## config.mk

```make
export PLATFORM = sky130hd
export DESIGN_NAME = sevenseg_scan_decoder
export DESIGN_NICKNAME = d
export VERILOG_FILES = /design/src/rtl/sevenseg_scan_decoder.sv
export SDC_FILE = /design/constraint.sdc
export NUM_CORES = 1
export LEC_CHECK = 0
export ABC_AREA = 1
export CAP_MARGIN = 20
export CORE_UTILIZATION = 44
export DETAILED_ROUTE_END_ITERATION = 10
export GPL_TIMING_DRIVEN = 0
export HOLD_SLACK_MARGIN = 0.12
export PLACE_DENSITY = 0.71
export SLEW_MARGIN = 20
export SYNTH_ARGS = -nofsm -noshare
export SYNTH_HDL_FRONTEND = slang
export SYNTH_SLANG_ARGS = --single-unit
```

## constraint.sdc

```tcl
create_clock -name clk -period 2.7 [get_ports clk]
set_clock_uncertainty 0.05 [all_clocks]
set_input_delay 0.27 -clock clk [delete_from_list [all_inputs] [get_ports clk]]
set_output_delay 0.27 -clock clk [all_outputs]
set_load 0.02 [all_outputs]
```

## src/rtl/sevenseg_scan_decoder.sv

```systemverilog
// Snoops a multiplexed 7-segment bus, waits for a stable one-hot digit, decodes the pattern back
// to its display code and hands it out on valid/ready. Define SEVENSEG_ACTIVE_LOW_EN for inverted inputs.
module sevenseg_scan_decoder #(
  parameter int DIGITS        = 4,
  parameter int STABLE_CYCLES = 16
) (
  input  logic                  clk,
  input  logic                  reset,
  input  logic [7:0]            seg,
  input  logic [DIGITS-1:0]     dig_sel,
  output logic                  out_valid,
  input  logic                  out_ready,
  output logic [3:0]            out_digit,
  output logic [4:0]            out_code,
  output logic                  out_dp,
  output logic                  out_err,
  output logic [5*DIGITS-1:0]   frame_codes,
  output logic                  overflow
);

  localparam logic [7:0] CAP_CNT = 8'(STABLE_CYCLES - 1);

  logic [7:0]        seg_in;
  logic [DIGITS-1:0] dig_in;

`ifdef SEVENSEG_ACTIVE_LOW_EN
  assign seg_in = ~seg;
  assign dig_in = ~dig_sel;
`else
  assign seg_in = seg;
  assign dig_in = dig_sel;
`endif

  logic [7:0]        seg_q;
  logic [DIGITS-1:0] dig_q;
  logic [7:0]        cnt;
  logic              armed;
  logic              same;
  logic              capture;
  logic [4:0]        dec_code;
  logic              dec_err;
  logic              dec_dp;
  logic [3:0]        dec_digit;

  assign same    = (seg_in == seg_q) && (dig_in == dig_q);
  assign capture = armed && (cnt == CAP_CNT) && $onehot(dig_q);

  always_comb begin
    dec_code = 5'd31;
    case (seg_q[6:0])
      7'h3F: dec_code = 5'd0;
      7'h06: dec_code = 5'd1;
      7'h5B: dec_code = 5'd2;
      7'h4F: dec_code = 5'd3;
      7'h66: dec_code = 5'd4;
      7'h6D: dec_code = 5'd5;
      7'h7D: dec_code = 5'd6;
      7'h07: dec_code = 5'd7;
      7'h7F: dec_code = 5'd8;
      7'h6F: dec_code = 5'd9;
      7'h77: dec_code = 5'd10;
      7'h7C: dec_code = 5'd11;
      7'h39: dec_code = 5'd12;
      7'h5E: dec_code = 5'd13;
      7'h79: dec_code = 5'd14;
      7'h71: dec_code = 5'd15;
      7'h40: dec_code = 5'd17;
      7'h08: dec_code = 5'd18;
      7'h00: dec_code = 5'd20;
      default: dec_code = 5'd31;
    endcase
    dec_err = (dec_code == 5'd31);
    // A blank digit never shows a decimal point.
    dec_dp  = (dec_code == 5'd20) ? 1'b0 : seg_q[7];
  end

  always_comb begin
    dec_digit = 4'd0;
    for (int i = 0; i < DIGITS; i++) begin
      if (dig_q[i]) dec_digit = 4'(i);
    end
  end

  always_ff @(posedge clk) begin
    if (reset) begin
      seg_q       <= '0;
      dig_q       <= '0;
      cnt         <= '0;
      armed       <= 1'b1;
      out_valid   <= 1'b0;
      out_digit   <= '0;
      out_code    <= '0;
      out_dp      <= 1'b0;
      out_err     <= 1'b0;
      overflow    <= 1'b0;
      frame_codes <= {DIGITS{5'd20}};
    end else begin
      seg_q <= seg_in;
      dig_q <= dig_in;

      if (!same)              cnt <= '0;
      else if (cnt != 8'hFF)  cnt <= cnt + 8'd1;

      if (!same)              armed <= 1'b1;
      else if (capture)       armed <= 1'b0;

      for (int i = 0; i < DIGITS; i++) begin
        if (capture && dig_q[i]) frame_codes[5*i +: 5] <= dec_code;
      end

      if (capture && (!out_valid || out_ready)) begin
        out_valid <= 1'b1;
        out_digit <= dec_digit;
        out_code  <= dec_code;
        out_dp    <= dec_dp;
        out_err   <= dec_err;
      end else if (capture) begin
        overflow  <= 1'b1;
      end else if (out_valid && out_ready) begin
        out_valid <= 1'b0;
      end
    end
  end

endmodule

```

==> flow_summary.yaml, run 1 <==
die:
  dieArea_sq_mm: 0.00636
  num_rows: 27
  die_h_microns: 79.7
  die_w_microns: 79.7
  io_pins: 48
  core_region_area_sq_mm: 0.00568
  start_util: 0.468
grt:
  track_usage: 0.215
  grt_overflow: 0
  grt_antenna_before_repair: 0
  grt_first_pass_wirelength_mm: 10.8
  gr-usage-met3: 0.0354
  grt_pass1_vias: 2369
  use_met1: 0.270
  grt_max_degree: 18
  busiest_layer: "met2"
  grtUsageMet2: 0.384
hold_path:
  hold_start: "reset"
  hold_path_end: "frame_codes[2]"
  whs_path_depth: 3
  holdCritPathClass: "in2reg"
critical_path:
  cp_slowest_cell: "fa_1"
  regToRegStartpoint: "dig_q[3]"
  critical_path_class: "reg2reg"
  crit_arrival_ns: 2.81
  end_kind: "flop"
  reg2reg_depth: 14
  cp_data_required_time_ns: 2.87
  crit_top_cell: "inv_1"
  slowest_delay_ns: 0.50
  worstSetupStartpointType: "flop"
  r2r_setup_slack_ns: 0.05
  cp_cell_sequence: "clkinvlp_4, fa_1, inv_1, ha_2, ha_1, inv_2, nand4_1, nor3_2, nand2_2, nor2_4, buf_6, nand3_1, nand2_1, inv_1"
  rr_endpoint: "out_code[3]"
  worstPathMaxFanout: 5
logic_synthesis:
  synthFlopType: "dfxtp_1"
  synth_area_sq_mm: 0.00266
  synth-edff-count: 0
  synth_seq_area_share: 0.392
  async_flop_share: 0
  synth_top_area_share: 0.392
  synth_most_common_cell: "nand2_1"
  yosys-top-cells-area: "dfxtp_1 (39%), nand2_1 (9.7%), inv_1 (8.6%)"
  yosysWarnings: 0
  synth_top_area_cell: "dfxtp_1"
  postSynthCellCount: 374
  ys_top_cells_by_count: "nand2_1 (69), inv_1 (61), dfxtp_1 (52), nor2_1 (47), nand3_1 (23)"
  synth_cell_types: 37
  avgSynthCellArea_sq_um: 7.11
  synth-seq-cells: 52
power_and_ir_drop:
  p_per_area_mw_per_mm2: 406
  p_leak_nw: 1.56
  ir_worst_vdd_uv: 225
  power.total_mw: 1.41
routing:
  postRouteWirelength_mm: 6.40
  drt_iter0_drc: 151
  drc: 0
  wl_per_cell_microns: 12.5
  firstDrtPassIters: 4
  ant_nets: 0
  num_vias: 2541
  avgViaCountPerCell: 4.98
timing:
  hold_ws_ns: 0.245
  finalCriticalPeriod_ns: 2.65
  setup_tns_ns: 0
  finalMaxSlewViolations: 0
  finalHoldViolations: 0
  setup_viol: 0
  setup_ws_ns: 0.0543
  max_slew.worst_pin.slew_ns: 0.576
  fmax_mhz: 378
  timing.final.crit_share: 0.980
  relSlewSlack: 0.616
clocking:
  path_clk_slew_ns: 0.10
  holdBufCountCts: 0
  cts_buffers: 5
  cts_max_level: 2
  cts_root_buf: "clkbuf_8"
  cts_buffer_depth: 2
  clk_latency_ns: 0.30
  cts_tree: "yes"
  cts.sinks: 52
place:
  post-place-cells: 491
  io_buffer_count: 44
  pre_cts_ws_ns: -0.155
  dpl.hpwl_mm: 4.85
  gp_congestion: 1.01
finish:
  layout-drive-gt1-share: 0.167
  nNetsFinal: 456
  num_antenna_cells: 0
  final_cells: 510
  area_growth_syn_to_layout_pct: 30.5
run_status:
  status: "completed"
run:
  cap_violations: 0
stage by stage:
| step | instance area, sq um | utilization |
|---|---|---|
| final | 3470 | 0.612 |
| after detailed placement | 3190 | 0.563 |
| after global placement | 3190 | 0.563 |
| after global routing | 3470 | 0.612 |
| after CTS | 3340 | 0.589 |
| after floorplan | 2660 | - |
cell type report:
| cell class | count | area (sq um) |
|---|---|---|
| clock buffers | 5 | 68.8 |
| clock inverters | 3 | 23.8 |
| multi-input cells | 252 | 1420 |
| fillers | 536 | 2200 |
| plain buffers | 6 | 41.3 |
| well taps | 72 | 90.1 |
| inverters | 65 | 250 |
| repair buffers | 55 | 527 |
| flip-flops and latches | 52 | 1050 |
power breakdown:
| part | switching (mW) | total (mW) | internal, mW |
|---|---|---|---|
| Clock | 0.266 | 0.450 | 0.184 |
| Sequential | 0.0144 | 0.789 | 0.775 |
| Combinational | 0.0996 | 0.168 | 0.0684 |
| Total | 0.380 | 1.41 | 1.03 |
layout by cell type, fill, tap and decap left out, types with 5 or more instances in the layout:
cell / instances
o21a_1: 17
nor2_2: 5
o21ai_0: 12
nor2_1: 43
clkbuf_8: 6
dfxtp_1: 49
nand4_1: 8
buf_4: 12
nor2_4: 7
clkdlybuf4s50_1: 44
nand2_2: 8
nand2_1: 64
inv_2: 8
o21ai_1: 5
a21oi_1: 17
nand2_4: 6
nand3_1: 23
inv_1: 54
xnor2_1: 6
worst max-delay path: cells and delay by family (launching register included):
kind | cells | cell delay, ns
fa+ha+maj | 3 | 0.94
simple gates | 6 | 0.79
buf+inv | 5 | 0.39
flops | 1 | 0.38
state kept, by name, indices dropped and copies added (netlist names):
signal,flops
armed,1
out_code,5
out_valid,1
cnt,8
frame_codes,20
dig_q,4
overflow,1
out_dp,1
out_digit,2
out_err,1
seg_q,8
per-layer routing:
layer / wire, microns / vias up / part of all wire
met4: 84 / 0 / 0.013
met3: 249 / 8 / 0.039
li1: - / 1319 / -
met2: 3150 / 70 / 0.49
met5: 0 / - / 0
met1: 2910 / 1144 / 0.46
repair_timing:
item,CTS,global route
buffers inserted,2,9
setup endpoints to repair,20,27
gates resized for setup,14,29
pin swaps,1,5
kinds of logic (layout without fill, tap and decap cells):
logic type               count (synthesis)  count (layout)  synth area share
adder cells (fa/ha/maj)                  4               4            0.0216
AO/OA/AOI/OAI                           64              64             0.145
flip-flops                              52              52             0.392
AND/OR/NAND/NOR                        174             174             0.307
buffers and inverters                   71             134             0.107
other                                    1               2           0.00141
XOR/XNOR                                 8               8            0.0264
how the worst max path moves through the flow:
stage                         from        endpoint  depth (start not counted)  slack (ns)
after global placement    dig_q[1]  frame_codes[8]                         13       -0.12
final                     dig_q[3]     out_code[3]                         14        0.05
after detailed placement  dig_q[1]     out_code[1]                         13       -0.15
after CTS                 dig_q[3]  frame_codes[5]                         13        0.03
after global routing      dig_q[3]     out_code[3]                         14       -0.05
after floorplan           dig_q[0]     out_code[0]                         13        0.20
Power figures use the tool's default switching activity.
==> run 2, diff against run 1 <==
--- a/constraint.sdc
+++ b/constraint.sdc
@@ -4,2 +4,2 @@
 set_output_delay 0.27 -clock clk [all_outputs]
-set_load 0.02 [all_outputs]
+set_load 0.01 [all_outputs]
==> results of run 2 <==
Same layout as run 1 (identical final DEF). Status: completed.
